`config.mk`:
```
export PLATFORM = sky130hd
export DESIGN_NAME = irq_ctrl_flat
export DESIGN_NICKNAME = d
export VERILOG_FILES = /design/src/rtl/irq_ctrl_if.sv /design/src/rtl/irq_ctrl.sv /design/src/flat_wrapper.sv
export SDC_FILE = /design/constraint.sdc
export NUM_CORES = 1
export LEC_CHECK = 0
export BUFFER_PORTS_ARGS = -buffer_cell sky130_fd_sc_hd__buf_4
export CAP_MARGIN = 20
export CORE_MARGIN = 1
export CORE_UTILIZATION = 41
export DETAILED_ROUTE_END_ITERATION = 8
export PLACE_DENSITY_LB_ADDON = 0.3
export SETUP_SLACK_MARGIN = 0.5
export SLEW_MARGIN = 25
export SYNTH_ARGS = -nofsm -noshare
export SYNTH_HDL_FRONTEND = slang
export SYNTH_SLANG_ARGS = --single-unit
```
`constraint.sdc`:
```
create_clock -name clk -period 1.7 [get_ports clk]
set_clock_uncertainty 0.1 [all_clocks]
set_input_delay 0.34 -clock clk [delete_from_list [all_inputs] [get_ports clk]]
set_output_delay 0.34 -clock clk [all_outputs]
set_load 0.05 [all_outputs]
```
`src/rtl/irq_ctrl_if.sv`:
```
// Bridge-side register bus for the interrupt controller: word address,
// write strobe, write data and combinational read data.
interface irq_ctrl_if;
   logic [29:0] Addr;
   logic        WE;
   logic [31:0] Din;
   logic [31:0] Dout;

   modport master (output Addr, output WE, output Din, input Dout);
   modport slave  (input Addr, input WE, input Din, output Dout);
endinterface

```
`src/rtl/irq_ctrl.sv`:
```
// Memory-mapped interrupt controller: latches edge/level requests, masks them,
// gates with a global enable and reports the lowest-index pending source.
module irq_ctrl #(
   parameter int N   = 6,
   parameter int IDW = 3
) (
   input  logic           clk,
   input  logic           reset,
   irq_ctrl_if.slave      bus,
   input  logic [N-1:0]   irq_in,
   output logic [N-1:0]   hw_int,
   output logic           IRQ
);

   localparam logic [2:0] A_PEND = 3'd0, A_MASK = 3'd1, A_MODE = 3'd2,
                          A_CTRL = 3'd3, A_CLAIM = 3'd4;

   logic [N-1:0]   pending_q, pending_d;
   logic [N-1:0]   mask_q, mask_d;
   logic [N-1:0]   mode_q, mode_d;
   logic           gie_q, gie_d;
   logic [N-1:0]   irq_q, irq_d;

   logic [2:0]     addr;
   logic [N-1:0]   rise, clr, pm;
   logic           valid;
   logic [IDW-1:0] id;
   logic           unused_bits;

   assign addr        = bus.Addr[2:0];
   assign unused_bits = ^{bus.Addr[29:3], bus.Din};

   always_comb begin
      clr       = '0;
      mask_d    = mask_q;
      mode_d    = mode_q;
      gie_d     = gie_q;
      irq_d     = irq_in;
      rise      = irq_in & ~irq_q;

      if (bus.WE) begin
         case (addr)
            A_PEND: clr = bus.Din[N-1:0];
            A_MASK: mask_d = bus.Din[N-1:0];
            A_MODE: mode_d = bus.Din[N-1:0];
            A_CTRL: gie_d = bus.Din[0];
            A_CLAIM: begin
               // ids >= N match no bit and are dropped here
               for (int i = 0; i < N; i++)
                  if (bus.Din[IDW-1:0] == i[IDW-1:0]) clr[i] = 1'b1;
            end
            default: ;
         endcase
      end

      // edge bits: a fresh rising edge beats a same-cycle clear; level bits track the line
      pending_d = (mode_q & ((pending_q & ~clr) | rise)) | (~mode_q & irq_in);
   end

   always_comb begin
      pm    = pending_q & mask_q;
      valid = |pm;
      id    = '0;
      for (int i = N - 1; i >= 0; i--)
         if (pm[i]) id = i[IDW-1:0];
   end

   always_comb begin
      bus.Dout = '0;
      case (addr)
         A_PEND:  bus.Dout[N-1:0] = pending_q;
         A_MASK:  bus.Dout[N-1:0] = mask_q;
         A_MODE:  bus.Dout[N-1:0] = mode_q;
         A_CTRL:  bus.Dout[0]     = gie_q;
         A_CLAIM: begin
            bus.Dout[31]      = valid;
            bus.Dout[IDW-1:0] = id;
         end
         default: ;
      endcase
   end

   assign hw_int = pending_q & mask_q & {N{gie_q}};
   assign IRQ    = |hw_int;

   always_ff @(posedge clk) begin
      if (reset) begin
         pending_q <= '0;
         mask_q    <= '0;
         mode_q    <= '0;
         gie_q     <= 1'b0;
         irq_q     <= '0;
      end else begin
         pending_q <= pending_d;
         mask_q    <= mask_d;
         mode_q    <= mode_d;
         gie_q     <= gie_d;
         irq_q     <= irq_d;
      end
   end

endmodule

```
`src/flat_wrapper.sv`:
```
// flat-port wrapper written by rule: the top's interface ports become plain ports
module irq_ctrl_flat 
#(
   parameter int N   = 6,
   parameter int IDW = 3
)
  (clk, reset, irq_in, hw_int, IRQ, bus_Addr, bus_WE, bus_Din, bus_Dout);
  irq_ctrl_if bus_i ();
  input  logic clk;
  input  logic reset;
  input  logic [N-1:0] irq_in;
  output logic [N-1:0] hw_int;
  output logic IRQ;
  input wire logic [$bits(bus_i.Addr)-1:0] bus_Addr;
  input wire logic [$bits(bus_i.WE)-1:0] bus_WE;
  input wire logic [$bits(bus_i.Din)-1:0] bus_Din;
  output wire logic [$bits(bus_i.Dout)-1:0] bus_Dout;
  assign bus_i.Addr = bus_Addr;
  assign bus_i.WE = bus_WE;
  assign bus_i.Din = bus_Din;
  assign bus_Dout = bus_i.Dout;
  irq_ctrl #(.N(N), .IDW(IDW)) u_core (.clk(clk), .reset(reset), .bus(bus_i), .irq_in(irq_in), .hw_int(hw_int), .IRQ(IRQ));
endmodule
```
==> impl_results.md <==
* Status: complete, but fails checks
* Failing checks: negative setup slack
* Die Width at 63.27 µm
* Mapped Cells at about 180
* ANT cells at 0
* CP Max Fanout at 4
* VDD IR-drop max at 365.3 µV
* Max frequency at 537.9 MHz
* Vias per inst at roughly 5.1
* First-pass GRT wire length at 6389 µm
* DRT antenna net count at 0
* Vias at 1,388
* Post-synth top area share at between 30 and 40%
* Num CTS Buffers at 3
* Total grt overflow at 0
* Nets@finish at a little under 300
* DP HPWL at 2681 µm
* Share of layout cells above drive strength 1 at 49.56%
* Synth area leaders: dfxtp_1 33%, buf_4 13%, mux2i_1 12%, nand2_1 4.9%, nor2_1 3.9%
* Wire length per cell at 14.60 µm
* Clock root cell: clkbuf_8
* Startpoint type of the worst setup path: flip-flop
* Total track usage at roughly a fifth
* Arrival time worst endpoint at 1.42 ns
* Post-layout minimum cycle time at about 1.9 ns
* Final Util at around 67%
* Pre-Repair DR Iteration Count at 4
* Drt total wl at 3971 µm
* Clock-pin slew on the worst setup and hold paths at around 0.090 ns
* Worst skew pair latency at roughly 0.26 ns
* Max Used Layer: met4
* Initial core utilization at 44.37%
* Min-delay worst type: in2reg
* Avg Cell Area, Syn at about 8.7 µm²
* DRC at 0
* Count of final max-slew check failures at 0
* Buffers added on ports at 31
* Core Region at ~0.0035 mm²
* CTS tree: built
* Slowest cell on crit path: dfxtp_4
* Synth warnings at 0
* Num rows at 21
* Most frequent cells in the layout: 27 x buf_4, 25 x conb_1, 22 x buf_6, 18 x nand2_1, 15 x mux2i_1
* Met2 Routed Length at just over 2000 µm
* Vias in the first global route at between 1,000 and 1,500
* Area Overhead vs Synth at 50.24%
* Clock H-tree levels at 1
* Cell variety after synth at 34
* Mapped cell area at approximately 0.0015 mm²
* DIE AREA at 0.004002 mm²
* Total power at around 1.4 mW
* Worst path max stage delay at 0.37 ns
* Top cell type by total area after synthesis: dfxtp_1
* Clk sinks at 25
* Die H at 63.27 µm
* Crit path kind: reg2out
* M1 wire length at 1750 µm
* Most common cell after layout, fill and taps aside: buf_4
* CP Cell Sequence: buf_4 -> a22oi_2 -> nand4_1 -> and3_4 -> buf_6
* DR WL met3 at approximately 150 µm
* Final worst slack at -0.1590 ns
* Final hold violation count at 0
* Filler Cell Count at between 200 and 300
* Final worst-path cycle share at 109.4%
* Largest net degree at the start of global routing at 26
* Leak pwr at approximately 0.92 nW
* Power Dens Cells at ~600 mW/mm²
* Longest Clk Path Bufs at 2
* Top-Level Pins at 110
* Routability congestion estimate at 0.8280
* Dpl ws at -0.1090 ns
* RSZ-0062 raised after global routing: yes
* #FFs+latches synth at 25
* Required time of the critical path at between 1 and 1.5 ns
* Max cap viols at 0
* Initial antenna violation count at 0
* CP endpoint kind: output port
* Sequential-to-total area share from yosys stat at 32.52%
* # setup viols final at 8
* Initial DRC count at 15
[sequential cells by signal, indices dropped and copies added, names as in the netlist]
name              flops
u_core.mask_q         6
u_core.irq_q          6
u_core.pending_q      6
u_core.gie_q          1
u_core.mode_q         6
[logic make-up (layout without fill, tap and decap cells)]
logic type	after synthesis	count (layout)	share of synthesized area, %
compound gates	24	24	11.95
buf+inv	35	60	15.85
flops	25	25	32.52
mux	19	19	13.17
other cells	1	25	0.2437
simple gates	73	73	26.26
[cell usage after synthesis]
master and number:
a22o_1 2, nand3_1 1, nor2_1 16, nor2b_1 8, and2_1 4, a21oi_1 4, nor2_2 1, or3b_1 1
nand4_1 2, o32ai_1 2, nand2b_1 4, nand4b_1 3, inv_1 1, or4bb_1 1, buf_2 6, a2bb2oi_1 5
o31ai_1 4, a22oi_1 3, and3b_1 1, conb_1 1, dfxtp_1 25, a311oi_1 2, buf_1 1, a221oi_1 1
and4bb_1 2, mux2i_1 18, and3_1 7, nand4bb_1 1, nand2_1 20, buf_6 1, or4b_1 1, mux4_2 1
buf_4 26, o22ai_1 1
[where the power goes]
group / internal (mW) / switching [mW] / total [mW]
combinational: 0.128 / 0.244 / 0.372
clock: 0.164 / 0.193 / 0.357
sequential: 0.604 / 0.0226 / 0.626
[per-stage QoR]
stage	TNS, ns	cells	hold slack (ns)	cell area [µm²]
after floorplan	0	201	0.3228	1783
after global placement	-0.3217	257	0.3604	1891
after detailed placement	-0.3940	257	0.3675	1891
after CTS	-0.5741	269	0.2256	2225
after global routing	-1.186	272	0.2410	2312
final	-0.7287	272	0.2245	2312
[final timing paths]
check	from	endpoint	slack (ns)	depth (start not counted)
max	u_core.pending_q[5]	bus_Dout[31]	-0.16	5
min	irq_in[2]	u_core.irq_q[2]	0.22	2
max reg2reg	u_core.pending_q[4]	u_core.pending_q[4]	0.59	5
min reg2reg	u_core.mode_q[0]	u_core.pending_q[0]	0.39	2
[what timing repair did]
| action | in CTS | in global routing |
|---|---|---|
| pin swaps | 16 | 10 |
| hold buffers | 0 | 0 |
| gates resized for setup | 67 | 16 |
| setup endpoints to repair | 23 | 28 |
| setup buffers | 8 | 3 |
[area by class of cell]
type | instances | area (µm²) | share of cell area (%)
sequential | 25 | 529.3 | 22.89
multi-input combinational | 141 | 1135 | 49.08
inverter | 1 | 3.754 | 0.1623
tap | 46 | 57.56 | 2.489
timing repair buffer | 55 | 540.5 | 23.38
clock inverter | 1 | 5.005 | 0.2164
clock buffer | 3 | 41.29 | 1.786
[critical path, delay by kind of cell, from the launching register on]
kind                   cells  cell delay (ns)
AO/OA/AOI/OAI              1             0.15
buffers and inverters      2             0.27
AND/OR/NAND/NOR            2             0.35
flip-flops                 1             0.37
[metal layers]
metal  GRT usage [%]  vias to the layer above
met4           7.955                        0
met2           34.14                       39
met1           26.44                      669
met3           3.080                        4
met5               0                        -
li1                -                      676
No activity file was read; power rests on OpenSTA's default activity.
